--- config.mk ---
export PLATFORM = sky130hd
export DESIGN_NAME = adder_accumulator
export DESIGN_NICKNAME = d
export VERILOG_FILES = /design/src/rtl/adder_accumulator.sv
export SDC_FILE = /design/constraint.sdc
export NUM_CORES = 1
export LEC_CHECK = 0
export BUFFER_PORTS_ARGS = -buffer_cell sky130_fd_sc_hd__buf_2
export CAP_MARGIN = 20
export CORE_MARGIN = 8
export CORE_UTILIZATION = 30
export DETAILED_ROUTE_END_ITERATION = 8
export MAX_ROUTING_LAYER = met4
export PLACE_DENSITY_LB_ADDON = 0.2
export REMOVE_ABC_BUFFERS = 1
export SYNTH_ARGS = -nofsm -noshare
export SYNTH_HDL_FRONTEND = slang
export SYNTH_SLANG_ARGS = --single-unit
--- constraint.sdc ---
create_clock -name clk -period 3.9 [get_ports clk]
set_clock_uncertainty 0.15 [all_clocks]
set_input_delay 0.195 -clock clk [delete_from_list [all_inputs] [get_ports clk]]
set_output_delay 0.195 -clock clk [all_outputs]
set_load 0.05 [all_outputs]
--- src/rtl/adder_accumulator.sv ---
// adder_accumulator: accumulates a run of num_terms operands through an
// N-bit ripple-carry adder, tracking a sticky carry-out overflow flag.
//
// Ports:
//   clk        rising-edge clock
//   rst_n      asynchronous active-low reset
//   start      begin a new run (honoured in IDLE or DONE only)
//   num_terms  operand count for the run, latched on an accepted start
//   in_valid   in_data carries an operand
//   in_data    operand (N bits)
//   in_ready   operand accepted this cycle (high exactly in ACCUM)
//   acc_out    registered running sum mod 2^N
//   ovf        sticky carry-out flag for the current run
//   busy       high while in ACCUM
//   done       one-cycle pulse while in DONE
module adder_accumulator #(
  parameter int unsigned N = 8
) (
  input  logic         clk,
  input  logic         rst_n,
  input  logic         start,
  input  logic [7:0]   num_terms,
  input  logic         in_valid,
  input  logic [N-1:0] in_data,
  output logic         in_ready,
  output logic [N-1:0] acc_out,
  output logic         ovf,
  output logic         busy,
  output logic         done
);

  localparam int unsigned CNT_W = 8;

  typedef enum logic [1:0] {
    IDLE  = 2'd0,
    ACCUM = 2'd1,
    DONE  = 2'd2
  } state_t;

  state_t             state, state_next;
  logic [CNT_W-1:0]   term_cnt, term_cnt_next;
  logic [CNT_W-1:0]   num_terms_q, num_terms_next;
  logic [N-1:0]       acc_next;
  logic               ovf_next;

  logic [N-1:0]       sum_c;
  logic [N:0]         carry_c;
  logic [CNT_W-1:0]   cnt_inc_c;

  // Ripple-carry adder, carry-in tied low; carry_c[N] is the carry-out.
  always_comb begin
    carry_c    = '0;
    sum_c      = '0;
    carry_c[0] = 1'b0;
    for (int unsigned i = 0; i < N; i++) begin
      sum_c[i]     = acc_out[i] ^ in_data[i] ^ carry_c[i];
      carry_c[i+1] = (acc_out[i] & in_data[i]) | (carry_c[i] & (acc_out[i] ^ in_data[i]));
    end
  end

  assign cnt_inc_c = term_cnt + CNT_W'(1);

  // Next-state and datapath next values.
  always_comb begin
    state_next     = state;
    acc_next       = acc_out;
    ovf_next       = ovf;
    term_cnt_next  = term_cnt;
    num_terms_next = num_terms_q;

    unique case (state)
      IDLE, DONE: begin
        if (start) begin
          num_terms_next = num_terms;
          acc_next       = '0;
          ovf_next       = 1'b0;
          term_cnt_next  = '0;
          state_next     = (num_terms != '0) ? ACCUM : DONE;
        end else if (state == DONE) begin
          state_next = IDLE;
        end
      end
      ACCUM: begin
        if (in_valid) begin
          acc_next      = sum_c;
          ovf_next      = ovf | carry_c[N];
          term_cnt_next = cnt_inc_c;
          if (cnt_inc_c == num_terms_q) begin
            state_next = DONE;
          end
        end
      end
      default: begin
        state_next = IDLE;
      end
    endcase
  end

  // State, datapath and status registers; status flags track the next state.
  always_ff @(posedge clk or negedge rst_n) begin
    if (!rst_n) begin
      state       <= IDLE;
      acc_out     <= '0;
      ovf         <= 1'b0;
      term_cnt    <= '0;
      num_terms_q <= '0;
      in_ready    <= 1'b0;
      busy        <= 1'b0;
      done        <= 1'b0;
    end else begin
      state       <= state_next;
      acc_out     <= acc_next;
      ovf         <= ovf_next;
      term_cnt    <= term_cnt_next;
      num_terms_q <= num_terms_next;
      in_ready    <= (state_next == ACCUM);
      busy        <= (state_next == ACCUM);
      done        <= (state_next == DONE);
    end
  end

endmodule

==> run_results.csv <==
group,metric,value,unit
run_status,status,"finished, final reports clean",
critical_path,worstSetupPathType,"flop to flop",
power,power,1.579,mW
route,final_antenna_net_count,0,
run,drv_cap,0,
floorplanning,die_area,8439,sq um
placement,numPortBuffers,31,
sta,finalHoldViolCount,0,
floorplanning,placementRows,27,
critical_path,critPathLaunch,"acc_out[0]",
cells_and_area,final_core_util,37.99,%
critical_path,cp_cell_sequence,"ha_1, inv_1, fa_1, fa_1, fa_1, fa_1, inv_1, fa_1, inv_1, fa_1, inv_1, fa_1, nand2_1, nand2_1",
placement,post-place-ws,0.3059,ns
sta,setup_violations,0,
critical_path,worst_ep_arrival_time,3.56,ns
grt,antenna_found_initial,0,
sta,fin_crit_sh,90.76,%
cells_and_area,multiInputGateArea,883.3,sq um
critical_path,cp_top_family,"adder cells",
synth,synth.avg_cell_area,9.333,sq um
route,viasPerCell,4.576,
power,power_density,750.3,nW/um^2
critical_path,cp-start-kind,"flop",
synth,synth_cells,185,
synth,synth_area,1727,sq um
grt,grt_pass1_wl,6.762,mm
critical_path,r2r_slack,0.36,ns
route,wl_per_cell,13.17,um
critical_path,crit_cells,14,
cells_and_area,drive_above_1_share,20.44,%
critical_path,crit_required,3.92,ns
critical_path,cpMaxStageDelayCell,"fa_1",
route,firstDrtPassIters,5,
cts,cts-root-buf,"clkbuf_8",
cells_and_area,fill_cells,594,
sta,slew_headroom,49.87,%
critical_path,cpMostUsedCell,"fa_1",
cells_and_area,final_cell_mix,"nand2_1, buf_2, dfrtp_1",
cells_and_area,seqCellArea,725.7,sq um
grt,grt_start_max_net_pins,30,
route,dr_total_vias,1359,
cts,numCtsBuffers,5,
worst_hold_path,hold_depth,4,
critical_path,r2r_cells,14,
floorplanning,core,5540,sq um
cts,clock_latency,0.28,ns
floorplanning,num_io_pins,32,
power,ir_worst_vdd,0.3464,mV
sta,tightest_slew,0.7496,ns
cts,cts.htree.levels,2,
synth,synth_cell_types,36,
cells_and_area,final_common_cell,"nand2_1",
cts,post_cts_buffers,0,
sta,rsz0062_at_grt,"false",
sta,max_freq,282.5,MHz
sta,fin_tns_setup,0,ns
route,drt_iter0_drc,57,
critical_path,path_buf_inv,4,
critical_path,r2r-end,"acc_out[7]",
critical_path,max_stage_delay,0.40,ns
cts,cts.sinks,29,
worst_hold_path,hold_class,"primary input to flop",
floorplanning,start_util,31.17,%
floorplanning,fp.dieW,91.87,um
route,wl,3.911,mm
floorplanning,dieHeight,91.87,um
grt,grt_overflow,0,
synth,yosys_warnings,0,
cts,clk_pin_slew,0.06,ns
sta,worst_slack,0.3605,ns
cells_and_area,final_nets,254,
synth,yosysSeqAreaShare,42.03,%
cells_and_area,area.growth.synth_to_final,21.88,%
placement,gp_congestion,0.7962,
cts,cts_tree,"yes",
sta,period_needed,3.540,ns
grt,first_global_vias,1399,
cts,cts_buffer_depth,2,
power,p_leak,0.9975,nW
sta,slew_violations,0,
cells_and_area,diodes,0,
critical_path,crit_end,"acc_out[7]",
route,drc_errors,0,
critical_path,cp-end-kind,"flop",
synth,synth-seq-cells,29,
placement,place_hpwl,2.842,mm
critical_path,cp_max_fo,3,
critical_path,r2r-start,"acc_out[0]",
grt,grt.total_usage,10.37,%
[timing repair]
action                    in CTS  in global routing
hold endpoints to repair      38                  0
hold buffers                  10                  0
gates resized for setup        0                  0
[power breakdown]
part | internal [mW] | switching, mW | leakage [nW]
combinational | 0.280 | 0.512 | 0.589
clock | 0.140 | 0.111 | 0.0443
sequential | 0.416 | 0.121 | 0.364
total | 0.835 | 0.744 | 0.998
[how the worst min path moves through the flow]
stage                endpoint  startpoint
2_1_floorplan      acc_out[0]       rst_n
3_5_place_dp   num_terms_q[2]       rst_n
3_3_place_gp   num_terms_q[2]       rst_n
4_1_cts            acc_out[0]  in_data[0]
6_report           acc_out[0]  in_data[0]
5_1_grt            acc_out[0]  in_data[0]
[sequential cells by signal, summed over array words and instances (netlist names)]
register,cells
acc_out,8
num_terms_q,8
ovf,1
state,2
done,1
term_cnt,8
busy,1
[kinds of logic after synthesis]
group	after synthesis	share of synthesized area (%)
and+or+nand+nor	76	21.23
AOI/OAI and AO/OA	34	11.67
DFF	29	42.03
buffers and inverters	24	6.811
xor gates and xnor gates	11	7.537
adders and majority gates	9	9.565
muxes	2	1.159
[final cells by class]
type	count	share of cell area, %
Sequential cell	29	34.48
Inverter	15	2.675
Timing Repair Buffer	42	12.49
Multi-Input combinational cell	132	41.97
Tap cell	72	4.281
Clock buffer	7	4.102
[through the flow]
| step | hold WS, ns | std cells | instance area (sq um) |
|---|---|---|---|
| 2_1_floorplan | -0.2506 | 176 | 1665 |
| 3_3_place_gp | 0.1362 | 280 | 1918 |
| 3_5_place_dp | 0.1303 | 280 | 1918 |
| 4_1_cts | 0.06973 | 297 | 2105 |
| 5_1_grt | 0.1195 | 297 | 2105 |
| 6_report | 0.07804 | 297 | 2105 |
[cells in the mapped netlist (all sizes together)]
cell | number | share of area, %
nand2 | 42 | 9.1
dfrtp | 29 | 42
o21ai | 18 | 5.2
inv | 15 | 3.3
nor2 | 12 | 2.6
nand3 | 9 | 2.6
fa | 7 | 8.1
xnor2 | 6 | 4.6
buf | 5 | 2.7
o31ai | 5 | 2.2
xor2 | 5 | 3.0
a21oi | 4 | 1.4
clkbuf | 4 | 0.87
nand4 | 3 | 1.4
nor2b | 3 | 1.1
a31oi | 2 | 0.72
ha | 2 | 1.4
mux2i | 2 | 1.2
o22ai | 2 | 0.72
o31a | 2 | 1.0
or4 | 2 | 0.87
and3 | 1 | 0.36
nand2b | 1 | 0.36
nand3b | 1 | 0.43
nor3b | 1 | 1.1
nor4 | 1 | 1.2
o21bai | 1 | 0.43
[layer usage]
metal | GRT usage [%] | up-vias | wire length [um]
li1 | - | 688 | -
met1 | 13.52 | 636 | 1970
met2 | 14.42 | 30 | 1676
met3 | 2.689 | 5 | 190
met4 | 5.235 | 0 | 74
met5 | - | - | 0
[worst register-to-register path, delay by kind of cell, from the launching register on]
kind                     cells  cell delay (ns)
AND/OR/NAND/NOR              2             0.10
flip-flops                   1             0.36
adder cells (fa/ha/maj)      8             2.58
buffers and inverters        4             0.24
No activity file was read; power rests on OpenSTA's default activity.
